==> config.mk <==
export PLATFORM = sky130hd
export DESIGN_NAME = led_pattern_rotator_flat
export DESIGN_NICKNAME = d
export VERILOG_FILES = /design/src/rtl/led_pattern_rotator_if.sv /design/src/rtl/led_pattern_rotator.sv /design/src/flat_wrapper.sv
export SDC_FILE = /design/constraint.sdc
export NUM_CORES = 1
export LEC_CHECK = 0
export BUFFER_PORTS_ARGS = -buffer_cell sky130_fd_sc_hd__buf_2
export CORE_ASPECT_RATIO = 1.2
export CORE_MARGIN = 1
export CORE_UTILIZATION = 63
export CTS_CLUSTER_SIZE = 14
export DETAILED_ROUTE_END_ITERATION = 8
export PLACE_DENSITY_LB_ADDON = 0.08
export SETUP_SLACK_MARGIN = 0.5
export SKIP_LAST_GASP = 1
export SYNTH_ARGS = -nofsm -noshare
export SYNTH_HDL_FRONTEND = slang
export SYNTH_SLANG_ARGS = --single-unit
==> constraint.sdc <==
create_clock -name clk -period 3.21 [get_ports clk]
set_input_delay 0.321 -clock clk [delete_from_list [all_inputs] [get_ports clk]]
set_output_delay 0.321 -clock clk [all_outputs]
set_load 0.005 [all_outputs]
==> src/rtl/led_pattern_rotator_if.sv <==
`default_nettype none
// ============================================================================
// Module   : led_pattern_rotator_if
// Brief    : Valid/ready load channel carrying a new base pattern into the
//            LED pattern rotator.
// Revision : 1.0 - initial release
// ============================================================================
interface led_pattern_rotator_if #(
  parameter int LED_WIDTH = 12
);

  logic                 load_valid;
  logic [LED_WIDTH-1:0] load_pattern;
  logic                 load_ready;

  // Pattern source side
  modport master (
    output load_valid,
    output load_pattern,
    input  load_ready
  );

  // Rotator side
  modport slave (
    input  load_valid,
    input  load_pattern,
    output load_ready
  );

endinterface
`default_nettype wire

==> src/rtl/led_pattern_rotator.sv <==
`default_nettype none
// ============================================================================
// Module   : led_pattern_rotator
// Brief    : Steps an N-bit LED pattern at a prescaled rate with rotate-left,
//            rotate-right, bounce and hold modes. A valid/ready channel loads
//            a new pattern at run time; step and wrap strobes are exported.
// Revision : 1.0 - initial release
// ============================================================================
module led_pattern_rotator #(
  parameter int                   LED_WIDTH    = 12,
  parameter logic [LED_WIDTH-1:0] BASE_PATTERN = 12'b000011101101,
  parameter int                   TICK_DIV     = 33554432
) (
  input  wire logic                 clk,
  input  wire logic                 rst,
  input  wire logic                 en,
  input  wire logic [1:0]           mode,
  led_pattern_rotator_if.slave      load,
  output logic      [LED_WIDTH-1:0] led,
  output logic                      step_pulse,
  output logic                      wrap_pulse
);

  // --------------------------------------------------------------------------
  // Derived constants
  // --------------------------------------------------------------------------
  localparam int PCNT_W = $clog2(TICK_DIV);
  localparam int POS_W  = $clog2(LED_WIDTH);

  localparam logic [PCNT_W-1:0] c_PCNT_LAST = PCNT_W'(TICK_DIV - 1);
  localparam logic [PCNT_W-1:0] c_PCNT_ONE  = PCNT_W'(1);
  localparam logic [POS_W-1:0]  c_POS_LAST  = POS_W'(LED_WIDTH - 1);
  localparam logic [POS_W-1:0]  c_POS_ONE   = POS_W'(1);

  localparam logic [1:0] c_MODE_LEFT   = 2'b00;
  localparam logic [1:0] c_MODE_RIGHT  = 2'b01;
  localparam logic [1:0] c_MODE_BOUNCE = 2'b10;

  // Two-state control FSM: RUN steps the pattern, LOAD commits a new one
  localparam logic [0:0] c_ST_RUN  = 1'b0;
  localparam logic [0:0] c_ST_LOAD = 1'b1;

  // --------------------------------------------------------------------------
  // State
  // --------------------------------------------------------------------------
  logic [0:0]           r_state;
  logic                 r_load_ready;
  logic [LED_WIDTH-1:0] r_hold;
  logic [PCNT_W-1:0]    r_pcnt;
  logic [POS_W-1:0]     r_pos;
  logic                 r_dir;
  logic [LED_WIDTH-1:0] r_led;
  logic                 r_step_pulse;
  logic                 r_wrap_pulse;

  // --------------------------------------------------------------------------
  // Decode
  // --------------------------------------------------------------------------
  logic                 w_in_run;
  logic                 w_tick;
  logic                 w_accept;
  logic                 w_step;
  logic [LED_WIDTH-1:0] w_rotl;
  logic [LED_WIDTH-1:0] w_rotr;
  logic [POS_W-1:0]     w_pos_inc;
  logic [POS_W-1:0]     w_pos_dec;
  logic [LED_WIDTH-1:0] w_next_led;
  logic [POS_W-1:0]     w_next_pos;
  logic                 w_next_dir;
  logic                 w_wrap;

  assign w_in_run = (r_state == c_ST_RUN);
  assign w_tick   = w_in_run && en && (r_pcnt == c_PCNT_LAST);
  assign w_accept = w_in_run && load.load_valid && r_load_ready;
  // An accepted load swallows a coincident tick: the pattern is about to be
  // replaced, so stepping it would only produce a misleading strobe.
  assign w_step   = w_tick && !w_accept;

  assign w_rotl = {r_led[LED_WIDTH-2:0], r_led[LED_WIDTH-1]};
  assign w_rotr = {r_led[0], r_led[LED_WIDTH-1:1]};

  // Explicit modular wrap so non-power-of-two widths stay in range
  assign w_pos_inc = (r_pos == c_POS_LAST) ? '0 : (r_pos + c_POS_ONE);
  assign w_pos_dec = (r_pos == '0) ? c_POS_LAST : (r_pos - c_POS_ONE);

  // Select the next pattern, position and bounce direction for a step
  always_comb begin
    w_next_led = r_led;
    w_next_pos = r_pos;
    w_next_dir = r_dir;
    case (mode)
      c_MODE_LEFT: begin
        w_next_led = w_rotl;
        w_next_pos = w_pos_inc;
      end
      c_MODE_RIGHT: begin
        w_next_led = w_rotr;
        w_next_pos = w_pos_dec;
      end
      c_MODE_BOUNCE: begin
        if (!r_dir) begin
          w_next_led = w_rotl;
          w_next_pos = w_pos_inc;
          if (w_pos_inc == c_POS_LAST) begin
            w_next_dir = 1'b1;
          end
        end else begin
          w_next_led = w_rotr;
          w_next_pos = w_pos_dec;
          if (w_pos_dec == '0) begin
            w_next_dir = 1'b0;
          end
        end
      end
      default: begin
        // Hold: pattern, position and direction stay put
        w_next_led = r_led;
        w_next_pos = r_pos;
        w_next_dir = r_dir;
      end
    endcase
  end

  // A wrap is only a transition into position 0, never sitting at 0
  assign w_wrap = (r_pos != '0) && (w_next_pos == '0);

  // --------------------------------------------------------------------------
  // Sequential logic
  // --------------------------------------------------------------------------

  // Control FSM and registered ready; ready stays low for the first cycle
  // after reset and for the whole LOAD cycle
  always_ff @(posedge clk) begin
    if (rst) begin
      r_state      <= c_ST_RUN;
      r_load_ready <= 1'b0;
    end else begin
      case (r_state)
        c_ST_RUN: begin
          if (w_accept) begin
            r_state      <= c_ST_LOAD;
            r_load_ready <= 1'b0;
          end else begin
            r_load_ready <= 1'b1;
          end
        end
        c_ST_LOAD: begin
          r_state      <= c_ST_RUN;
          r_load_ready <= 1'b1;
        end
        default: begin
          r_state      <= c_ST_RUN;
          r_load_ready <= 1'b0;
        end
      endcase
    end
  end

  // Capture the offered pattern on the accept edge so the source is free
  // to change it immediately after the handshake
  always_ff @(posedge clk) begin
    if (rst) begin
      r_hold <= BASE_PATTERN;
    end else if (w_accept) begin
      r_hold <= load.load_pattern;
    end
  end

  // Prescaler: counts enabled cycles, wraps on a tick, clears on commit
  always_ff @(posedge clk) begin
    if (rst) begin
      r_pcnt <= '0;
    end else if (r_state == c_ST_LOAD) begin
      r_pcnt <= '0;
    end else if (!w_accept) begin
      if (w_tick) begin
        r_pcnt <= '0;
      end else if (en) begin
        r_pcnt <= r_pcnt + c_PCNT_ONE;
      end
    end
  end

  // Pattern datapath: commit a loaded pattern or apply one step
  always_ff @(posedge clk) begin
    if (rst) begin
      r_led <= BASE_PATTERN;
      r_pos <= '0;
      r_dir <= 1'b0;
    end else if (r_state == c_ST_LOAD) begin
      r_led <= r_hold;
      r_pos <= '0;
      r_dir <= 1'b0;
    end else if (w_step) begin
      r_led <= w_next_led;
      r_pos <= w_next_pos;
      r_dir <= w_next_dir;
    end
  end

  // Strobes coincide with the first cycle the stepped pattern is visible
  always_ff @(posedge clk) begin
    if (rst) begin
      r_step_pulse <= 1'b0;
      r_wrap_pulse <= 1'b0;
    end else begin
      r_step_pulse <= w_step;
      r_wrap_pulse <= w_step && w_wrap;
    end
  end

  // --------------------------------------------------------------------------
  // Outputs
  // --------------------------------------------------------------------------
  assign led             = r_led;
  assign step_pulse      = r_step_pulse;
  assign wrap_pulse      = r_wrap_pulse;
  assign load.load_ready = r_load_ready;

endmodule
`default_nettype wire

==> src/flat_wrapper.sv <==
// flat-port wrapper written by rule: the top's interface ports become plain ports
module led_pattern_rotator_flat 
#(
  parameter int                   LED_WIDTH    = 12,
  parameter logic [LED_WIDTH-1:0] BASE_PATTERN = 12'b000011101101,
  parameter int                   TICK_DIV     = 33554432
)
  (clk, rst, en, mode, led, step_pulse, wrap_pulse, load_load_valid, load_load_pattern, load_load_ready);
  led_pattern_rotator_if #(.LED_WIDTH(LED_WIDTH)) load_i ();
  input  wire logic clk;
  input  wire logic rst;
  input  wire logic en;
  input  wire logic [1:0] mode;
  output logic      [LED_WIDTH-1:0] led;
  output logic step_pulse;
  output logic wrap_pulse;
  input wire logic [$bits(load_i.load_valid)-1:0] load_load_valid;
  input wire logic [$bits(load_i.load_pattern)-1:0] load_load_pattern;
  output wire logic [$bits(load_i.load_ready)-1:0] load_load_ready;
  assign load_i.load_valid = load_load_valid;
  assign load_i.load_pattern = load_load_pattern;
  assign load_load_ready = load_i.load_ready;
  led_pattern_rotator #(.LED_WIDTH(LED_WIDTH), .BASE_PATTERN(BASE_PATTERN), .TICK_DIV(TICK_DIV)) u_core (.clk(clk), .rst(rst), .en(en), .mode(mode), .load(load_i), .led(led), .step_pulse(step_pulse), .wrap_pulse(wrap_pulse));
endmodule
==> parameters.txt, run 1 <==
Parameter                              Value

Status
  Result of the run    finished, final reports clean

Yosys
  Gate Count Post-Synth    359
  Sequential fraction of the synthesis area    0.372
  Compound-cell area share of the yosys netlist    0.165
  Top FF cell, synth    dfxtp_1
  Share of async-settable or async-resettable flops after synthesis    0
  EDFF count, synth    0
  Syn nets    386
  Synthesized-area fraction occupied by and/or/nand/nor cells    0.325
  Dominant combinational cell family by area after synthesis    simple AND/OR/NAND/NOR gates
  Area of the mapped netlist    3120 sq um
  Share of the synthesized netlist area taken by xor and xnor gates    0.0561
  Mapped Avg Cell Area    8.69 sq um
  Number of storage elements in the synthesis netlist    58
  Number of synthesis warnings    0
  Yosys cell types    53
  Multiplexer fraction of the synthesized cell area    0.00962
  Adder-cell share of the synthesized area    0.0361

Placement
  Port Buffer Count    32
  Global placement routability congestion    0.881
  Detailed Place HPWL    4790 um
  Post-place setup slack    0.954 ns
  Total placed cells including tap cells    432

Routing
  Number of routed nets with antenna violations    0
  Initial DRC count    214
  Wire per inst    15.5 um
  DRC errors left    0
  Vias/cell    6.19
  Total length of routed wires    6950 um
  Routed via count    2775
  Iteration count of the initial detailed-routing pass    5

Floorplan
  I/O Pins    33
  Die area    5240 sq um
  Floorplan die width    66.2 um
  Effective utilization at floorplan    0.669
  Standard-cell rows    27
  Core footprint    4660 sq um
  Die height    79.1 um

Global routing
  Global-route usage over all layers    0.286
  Wire length of the first global-routing pass    11400 um
  Number of global-route vias before repair    2590
  Pin count of the biggest net entering global routing    36
  Overflow left after global routing    0
  Antenna violations before repair    0

Pwr
  Sequential Power Share    0.462
  Static power due to leakage    1.33 nW
  Switching power    0.369 mW
  Switching Fraction    0.230
  Portion of total power attributed to combinational logic    0.075
  Internal power consumption    1.24 mW
  Power density of the placed cells    455 nW/um^2
  Clk network pwr share    0.462
  Largest vdd supply drop    0.000433 V

Finish
  Post-route insts no fill    448
  Number of fill cells in the layout    354
  Most frequent cells in the layout    dfxtp_1, nand2_1, nor2_1
  Most frequent standard cell in the layout excluding fill and tap cells    dfxtp_1
  Final Net Count    412
  Ant. Diodes    0
  Layout overhead on the synthesized area    12.9%
  Share of the core filled with cells in the final layout    0.756
  Share of post-route cells with drive strength above 1    0.200

Clocking
  CTS Hold Buffers Added    0
  Num Clock Sinks    58
  Clock latency of the later-clocked register in the worst-skew pair    0.34 ns
  Cells resized by post-CTS repair    0
  Number of buffers inserted by post-CTS setup repair    0
  Clock slew at reported path FFs    0.07 ns
  Clock root buffer master    clkbuf_8
  H-tree depth    3
  CTS tree    done
  Number of clock buffers inserted by TritonCTS    9
  Max Root-Sink Buffers    2

Setup path
  Kind of start point of the critical path    flop
  Data arrival time of the worst path    2.51 ns
  Critical path, cell by cell    ha_1 -> nand4_1 -> or4_2 -> nor3_1 -> or4b_2 -> o311ai_2
  Critical Path Slowest Stage Cell    or4_2
  Worst flop-to-flop path startpoint    u_core.r_pcnt[0]
  Launching instance or port of the critical path    u_core.r_pcnt[0]
  Type of the setup path with the least slack    flop to flop
  Worst endpoint required time    3.42 ns
  Crit Path Max Fanout    6
  Worst stage delay on the critical path    0.69 ns
  Worst Setup End Kind    flop

Run
  Reported max-cap violation count    0

Worst hold path
  Worst hold-check path type    primary input to flop
  Hold wc startpoint    load_load_pattern[7]

Timing
  Worst clock skew on the final layout    0.0120 ns
  Max Slew Vio Count    0
  Final period util    0.716
  Setup Viol. Count Final    0
  Unrepaired setup endpoints after global routing    false
  Setup ws final    0.912 ns
  Transition at the pin with the smallest max-transition slack    0.639 ns
  Setup TNS after final layout    0 ns
  Final hold viol count    0
  Worst slew margin    0.571
  Crit path time final    2.30 ns
  Maximum frequency from static timing analysis    435 MHz
critical path, delay by kind of cell, from the launching register on:
family                   cells  cell delay [ns]
AND/OR/NAND/NOR              4             1.51
flip-flops                   1             0.37
adder cells (fa/ha/maj)      1             0.21
AO/OA/AOI/OAI                1             0.09
per-layer routing:
metal	wire, um	vias up	global-route usage
li1	-	1347	-
met1	3000	1333	0.335
met2	3510	80	0.493
met3	298	15	0.0474
met4	150	0	0.147
met5	0	-	0
layout make-up:
type | instances | area [sq um] | share of cell area
multi-input cells | 271 | 1850 | 0.524
inverters | 9 | 33.8 | 0.00959
well taps | 58 | 72.6 | 0.0206
repair buffers | 36 | 190 | 0.0540
clock buffers | 11 | 141 | 0.0401
clock inverters | 5 | 77.6 | 0.0220
flip-flops and latches | 58 | 1160 | 0.330
cell usage after synthesis, types with 7 or more instances:
library cell / instances / share of area
nor2_1: 35 / 0.042
xor2_1: 13 / 0.036
dfxtp_1: 58 / 0.37
nand2b_1: 8 / 0.016
xnor2_1: 7 / 0.020
nand3b_1: 15 / 0.036
ha_1: 9 / 0.036
nand3_1: 11 / 0.018
a21oi_1: 15 / 0.024
inv_1: 9 / 0.011
nand2_1: 41 / 0.049
clkbuf_1: 20 / 0.024
nand4_1: 12 / 0.024
a22oi_1: 12 / 0.029
registers in the layout, indices dropped and copies added (netlist names):
signal                  flops
u_core.r_pos                4
u_core.step_pulse           1
u_core.r_state              1
u_core.led                 12
u_core.r_pcnt              25
u_core.load.load_ready      1
u_core.r_hold              12
u_core.wrap_pulse           1
u_core.r_dir                1
cells by family after synthesis:
family / Yosys count
buffers and inverters: 30
AND/OR/NAND/NOR: 172
AO/OA/AOI/OAI: 67
multiplexers: 3
XOR/XNOR: 20
adder cells (fa/ha/maj): 9
flip-flops: 58
power groups by stage:
stage | clock, mW | sequential (mW) | combinational (mW)
global placement | 0 | 0.757 | 0.119
detailed placement | 0 | 0.758 | 0.120
global route | 0.778 | 0.743 | 0.134
floorplan | 0 | 0.756 | 0.0856
finish | 0.741 | 0.742 | 0.121
CTS | 0.749 | 0.742 | 0.121
per-stage QoR:
stage	area (sq um)	total power, mW	hold slack (ns)
floorplan	3120	0.841	0.426
global placement	3300	0.876	0.440
detailed placement	3300	0.877	0.447
CTS	3520	1.61	0.186
global route	3520	1.65	0.204
finish	3520	1.60	0.191
path summary, 6_finish.rpt:
check	end	slack, ns	depth (start not counted)
worst min-delay path	u_core.r_hold[7]	0.19	3
worst max-delay path	u_core.led[8]	0.91	6
worst min register to register	u_core.r_hold[10]	0.46	2
worst max register to register	u_core.led[8]	0.91	6
No activity file was read; power rests on OpenSTA's default activity.
==> run 2: changes to the inputs <==
CORE_UTILIZATION = 59   (was 63)
clock period = 2.22 ns   (was 3.21 ns; I/O delays follow)
==> run 2 against run 1 <==
Combinational power up 69%. Clock power increased by 47%. Sequential share of layout area fell by 2.7 points. Power rose by 47%. Die area grew 6.6%. Sequential power up 44%. Cell area increased by 11%. Flip-flop and latch count is the same. Via count up 3.7%. Critical path depth grew 1. Hold slack worse by 0.11 ns. Non-clock buffer count increased by 25. Critical endpoint is now u_core.led[5].
==> parameters.txt, run 2 (synthesized netlist as in run 1, its figures left out) <==
Parameter                              Value

Placement
  Port Buffer Count    32
  DP Area    3390 sq um
  Post-place setup slack    0.123 ns
  Detailed Place HPWL    4850 um
  Global placement routability congestion    0.807

Clocking
  Num Clock Sinks    58
  CTS tree    done
  CTS Hold Buffers Added    0
  Clock root buffer master    clkbuf_8
  Clock slew at reported path FFs    0.07 ns
  Number of clock buffers inserted by TritonCTS    9
  H-tree depth    3
  Clock latency of the later-clocked register in the worst-skew pair    0.34 ns
  Max Root-Sink Buffers    2

Worst hold path
  Worst hold-check path type    primary input to flop
  Hold wc startpoint    load_load_pattern[6]
  Worst hold path endpoint    u_core.r_hold[6]
  Hold path cells    3

Pwr
  Largest vdd supply drop    0.000441 V
  Static power due to leakage    1.57 nW
  Power density of the placed cells    605 nW/um^2

Floorplan
  Standard-cell rows    28
  Core footprint    5010 sq um
  Floorplan die width    68.4 um
  Die height    81.7 um
  Effective utilization at floorplan    0.623
  Die area    5590 sq um
  I/O Pins    33

Setup path
  Critical path, cell by cell    ha_4 -> nand4_1 -> or4_4 -> or3_4 -> nor3_4 -> buf_4 -> a2bb2oi_1
  Worst flop-to-flop path startpoint    u_core.r_pcnt[0]
  Reg-to-reg critical path endpoint    u_core.led[5]
  R2R setup slack    0.18 ns
  Kind of start point of the critical path    flop
  Type of the setup path with the least slack    flop to flop
  Worst endpoint required time    2.46 ns
  Data arrival time of the worst path    2.27 ns
  Path depth of the worst reg2reg path    7
  Worst Setup End Kind    flop
  Critical Path Slowest Stage Cell    or4_4
  Crit Path Max Fanout    4
  Worst stage delay on the critical path    0.48 ns

Timing
  Worst slew margin    0.577
  Setup TNS after final layout    0 ns
  Maximum frequency from static timing analysis    490 MHz
  Final hold viol count    0
  Transition at the pin with the smallest max-transition slack    0.628 ns
  Setup ws final    0.181 ns
  Crit path time final    2.04 ns
  Max Slew Vio Count    0
  Setup Viol. Count Final    0
  Worst clock skew on the final layout    0.00855 ns
  Final period util    0.918
  Unrepaired setup endpoints after global routing    true

Global routing
  Global-route usage over all layers    0.291
  Overflow left after global routing    0
  Pin count of the biggest net entering global routing    35
  Antenna violations before repair    0
  Number of global-route vias before repair    2666
  Wire length of the first global-routing pass    12100 um

Finish
  Ant. Diodes    0
  Fin area    3910 sq um
  Number of fill cells in the layout    335
  Register area    1180 sq um
  Layout overhead on the synthesized area    25.1%
  Flip-flop count of the largest register after layout    25
  Share of post-route cells with drive strength above 1    0.323
  Most frequent standard cell in the layout excluding fill and tap cells    dfxtp_1
  Area of the multi-input gates    1990 sq um
  Final Net Count    437
  Most frequent cells in the layout    dfxtp_1, nand2_1, nor2_1
  Register bank with the most flops    u_core.r_pcnt

Run
  Reported max-cap violation count    0

Status
  Result of the run    finished, final reports clean

Routing
  Wire per inst    16.5 um
  Vias/cell    6.06
  Initial DRC count    176
  Routed via count    2877
  DRC errors left    0
  Iteration count of the initial detailed-routing pass    4
  Number of routed nets with antenna violations    0
  Total length of routed wires    7820 um
run 2: changes by cell type in the layout (fill, tap and decap cells not counted), moves of 3 or more:
cell	previous run	this run
dfxtp_2	0	15
buf_4	4	23
nor3_1	3	0
buf_6	0	6
nand3_1	11	7
nor3_4	2	5
nand3_2	0	4
o311ai_4	0	3
dfxtp_1	58	42
run 2: area by class of cell:
cell class,instances,share of cell area
inverter,9,0.00865
tap,60,0.0192
multi-input combinational,271,0.510
clock inverter,5,0.0199
timing repair buffer,61,0.103
clock buffer,11,0.0362
sequential,58,0.303
run 2: routing by layer:
layer | global-route usage | vias up | share of wire
met5 | 0 | - | 0
met4 | 0.104 | 0 | 0.016
met3 | 0.0667 | 15 | 0.045
met2 | 0.511 | 70 | 0.51
met1 | 0.337 | 1387 | 0.43
li1 | - | 1405 | -
run 2: worst max path at each step:
stage                          start        endpoint  slack [ns]  cells after the start
CTS                 u_core.r_pcnt[0]   u_core.led[6]        0.22                      7
floorplan           u_core.r_pcnt[0]  u_core.led[11]        0.29                      5
global route        u_core.r_pcnt[0]   u_core.led[6]        0.13                      7
finish              u_core.r_pcnt[0]   u_core.led[5]        0.18                      7
detailed placement  u_core.r_pcnt[0]   u_core.led[9]        0.12                      6
global placement    u_core.r_pcnt[0]   u_core.led[8]        0.11                      6
run 2: worst max-delay path: cells and delay by family, from the launching register on:
kind                       cells  cell delay, ns
and+or+nand+nor                4            1.22
DFF                            1            0.37
buffers and inverters          1            0.16
adders and majority gates      1            0.13
AOI/OAI and AO/OA              1            0.06
run 2: repair_timing:
action	in CTS	in global routing
pin swaps	11	0
setup buffers	11	6
gates resized for setup	29	11
cloned	1	0
endpoints found under the setup margin	42	44
run 2: metrics by stage:
| stage | power [mW] | util | hold WS (ns) | cells |
|---|---|---|---|---|
| floorplan | 1.22 | - | 0.346 | 359 |
| finish | 2.36 | 0.779 | 0.0819 | 475 |
| global placement | 1.28 | 0.676 | 0.430 | 441 |
| detailed placement | 1.28 | 0.676 | 0.435 | 441 |
| global route | 2.43 | 0.779 | 0.105 | 475 |
| CTS | 2.35 | 0.758 | 0.0764 | 469 |
run 2: power by group:
group          total (mW)  switching [mW]  internal [mW]
combinational       0.204           0.121         0.0827
clock                1.09           0.427          0.659
sequential           1.07          0.0137           1.06
==> run 3: changes to the inputs <==
CORE_ASPECT_RATIO = 1.25   (was 1.2)
==> run 3 against run 2 <==
Highest routed layer unchanged. Critical path type unchanged. Via count fell by 0.56%. Cell area fell by 3.2%. Register-to-register slack improved by 0.04 ns. Cell count fell by 1.5%. First-iteration DRC count is 60% higher. Largest power group is now registers. Flip-flop and latch count unchanged.
==> parameters.txt, run 3 (synthesized netlist as in run 1, its figures left out) <==
Parameter                              Value

Clocking
  CTS tree    done
  Max Root-Sink Buffers    2
  Num Clock Sinks    58
  Clock slew at reported path FFs    0.06 ns
  CTS Hold Buffers Added    0
  Clock root buffer master    clkbuf_8
  Clock latency of the later-clocked register in the worst-skew pair    0.34 ns
  Number of clock buffers inserted by TritonCTS    9
  H-tree depth    3

Routing
  Routed via count    2861
  Wire per inst    16.1 um
  DRC errors left    0
  Total length of routed wires    7550 um
  Number of routed nets with antenna violations    0
  Iteration count of the initial detailed-routing pass    4
  Initial DRC count    282
  Vias/cell    6.11

Pwr
  Power density of the placed cells    591 nW/um^2
  Largest vdd supply drop    0.000374 V
  Static power due to leakage    1.47 nW

Timing
  Final hold viol count    0
  Worst hold margin    0.0846 ns
  Max Slew Vio Count    0
  Transition at the pin with the smallest max-transition slack    0.680 ns
  Worst clock skew on the final layout    0.00694 ns
  Maximum frequency from static timing analysis    500 MHz
  Setup TNS after final layout    0 ns
  Worst slew margin    0.542
  Setup Viol. Count Final    0
  Final period util    0.901
  Crit path time final    2.00 ns
  Unrepaired setup endpoints after global routing    true

Global routing
  Number of global-route vias before repair    2740
  Overflow left after global routing    0
  Pin count of the biggest net entering global routing    27
  Antenna violations before repair    0
  Global-route usage over all layers    0.285
  Wire length of the first global-routing pass    12200 um

Placement
  Global placement routability congestion    0.859
  Total placed cells including tap cells    444
  Port Buffer Count    32
  Detailed Place HPWL    5030 um

Floorplan
  Core footprint    5080 sq um
  Die height    83.3 um
  Standard-cell rows    29
  Floorplan die width    67.0 um
  Die area    5590 sq um
  Effective utilization at floorplan    0.614
  I/O Pins    33

Finish
  Ant. Diodes    0
  Flip-flop count of the largest register after layout    25
  Most frequent standard cell in the layout excluding fill and tap cells    dfxtp_1
  Number of fill cells in the layout    391
  Most frequent cells in the layout    dfxtp_1, nand2_1, nor2_1
  Share of post-route cells with drive strength above 1    0.305
  Layout overhead on the synthesized area    21.1%
  Post-route insts no fill    468
  Final Net Count    430
  Register bank with the most flops    u_core.r_pcnt

Setup path
  Worst flop-to-flop path startpoint    u_core.r_pcnt[0]
  R2R setup slack    0.22 ns
  Kind of start point of the critical path    flop
  Worst endpoint required time    2.44 ns
  Worst stage delay on the critical path    0.48 ns
  Type of the setup path with the least slack    flop to flop
  Cell family with the largest share of critical-path delay    simple AND/OR/NAND/NOR gates
  Data arrival time of the worst path    2.22 ns
  Critical path, cell by cell    ha_4 -> nand4_1 -> or4_4 -> or3_4 -> nor3_4 -> a2bb2oi_1
  Crit Path Max Fanout    6
  Worst Setup End Kind    flop
  Buffers and inverters on the worst path    0
  Critical Path Slowest Stage Cell    or4_4
  Reg-to-reg critical path endpoint    u_core.led[5]
  Path depth of the worst reg2reg path    6

Status
  Result of the run    finished, final reports clean

Worst hold path
  Worst hold path endpoint    u_core.r_hold[6]
  Worst hold-check path type    primary input to flop
  Hold wc startpoint    load_load_pattern[6]
  Hold path cells    3

Run
  Reported max-cap violation count    0
## run 3: cell types whose count changed in the layout (fill, tap and decap cells not counted), sizes merged
cell	previous run	this run
buf	61	54
bufinv	2	1
clkinvlp	1	0
## run 3: per-layer routing
layer | vias to the layer above | GRT usage | share of wire
li1 | 1388 | - | -
met1 | 1368 | 0.347 | 0.44
met2 | 90 | 0.465 | 0.49
met3 | 15 | 0.0646 | 0.053
met4 | 0 | 0.126 | 0.018
met5 | - | 0 | 0
## run 3: where the power goes
group	total, mW	leakage, nW	switching [mW]	internal (mW)
Clock	0.962	0.101	0.399	0.562
Sequential	1.07	0.478	0.0133	1.06
Combinational	0.197	0.894	0.119	0.0780
Total	2.23	1.47	0.532	1.70
## run 3: cell type report
type / instances / area (sq um) / share of cell area
Multi-Input combinational cell: 271 / 1950 / 0.516
Sequential cell: 58 / 1180 / 0.313
Timing Repair Buffer: 54 / 340 / 0.0900
Clock buffer: 11 / 151 / 0.0401
Tap cell: 62 / 77.6 / 0.0205
Clock inverter: 3 / 40.0 / 0.0106
Inverter: 9 / 33.8 / 0.00894
## run 3: worst min-delay path: cells and delay by family
| family | cells | cell delay, ns |
|---|---|---|
| buffers and inverters | 1 | 0.07 |
| AND/OR/NAND/NOR | 2 | 0.10 |
## run 3: what timing repair did
action                     4_1_cts  5_1_grt
resized for setup               14       17
pin swaps                       10        9
buffers inserted                 6        4
setup endpoints to repair       42       44
cloned                           0        0
## run 3: how the worst max path moves through the flow
stage                     cells past startpoint  slack [ns]                 to             start
final                                         6        0.22      u_core.led[5]  u_core.r_pcnt[0]
after global routing                          6        0.13      u_core.led[0]  u_core.r_pcnt[1]
after CTS                                     6        0.23  u_core.wrap_pulse  u_core.r_pcnt[0]
after detailed placement                      6        0.14     u_core.led[10]  u_core.r_pcnt[0]
after global placement                        6        0.15      u_core.led[8]  u_core.r_pcnt[0]
after floorplan                               5        0.29     u_core.led[11]  u_core.r_pcnt[0]
## run 3: metrics by stage
stage | worst slack (ns) | instance area [sq um] | util | power [mW]
floorplan | 0.292 | 3160 | - | 1.22
global placement | 0.149 | 3400 | 0.668 | 1.28
detailed placement | 0.143 | 3400 | 0.668 | 1.28
CTS | 0.233 | 3670 | 0.723 | 2.23
global route | 0.134 | 3780 | 0.744 | 2.31
finish | 0.220 | 3780 | 0.744 | 2.23
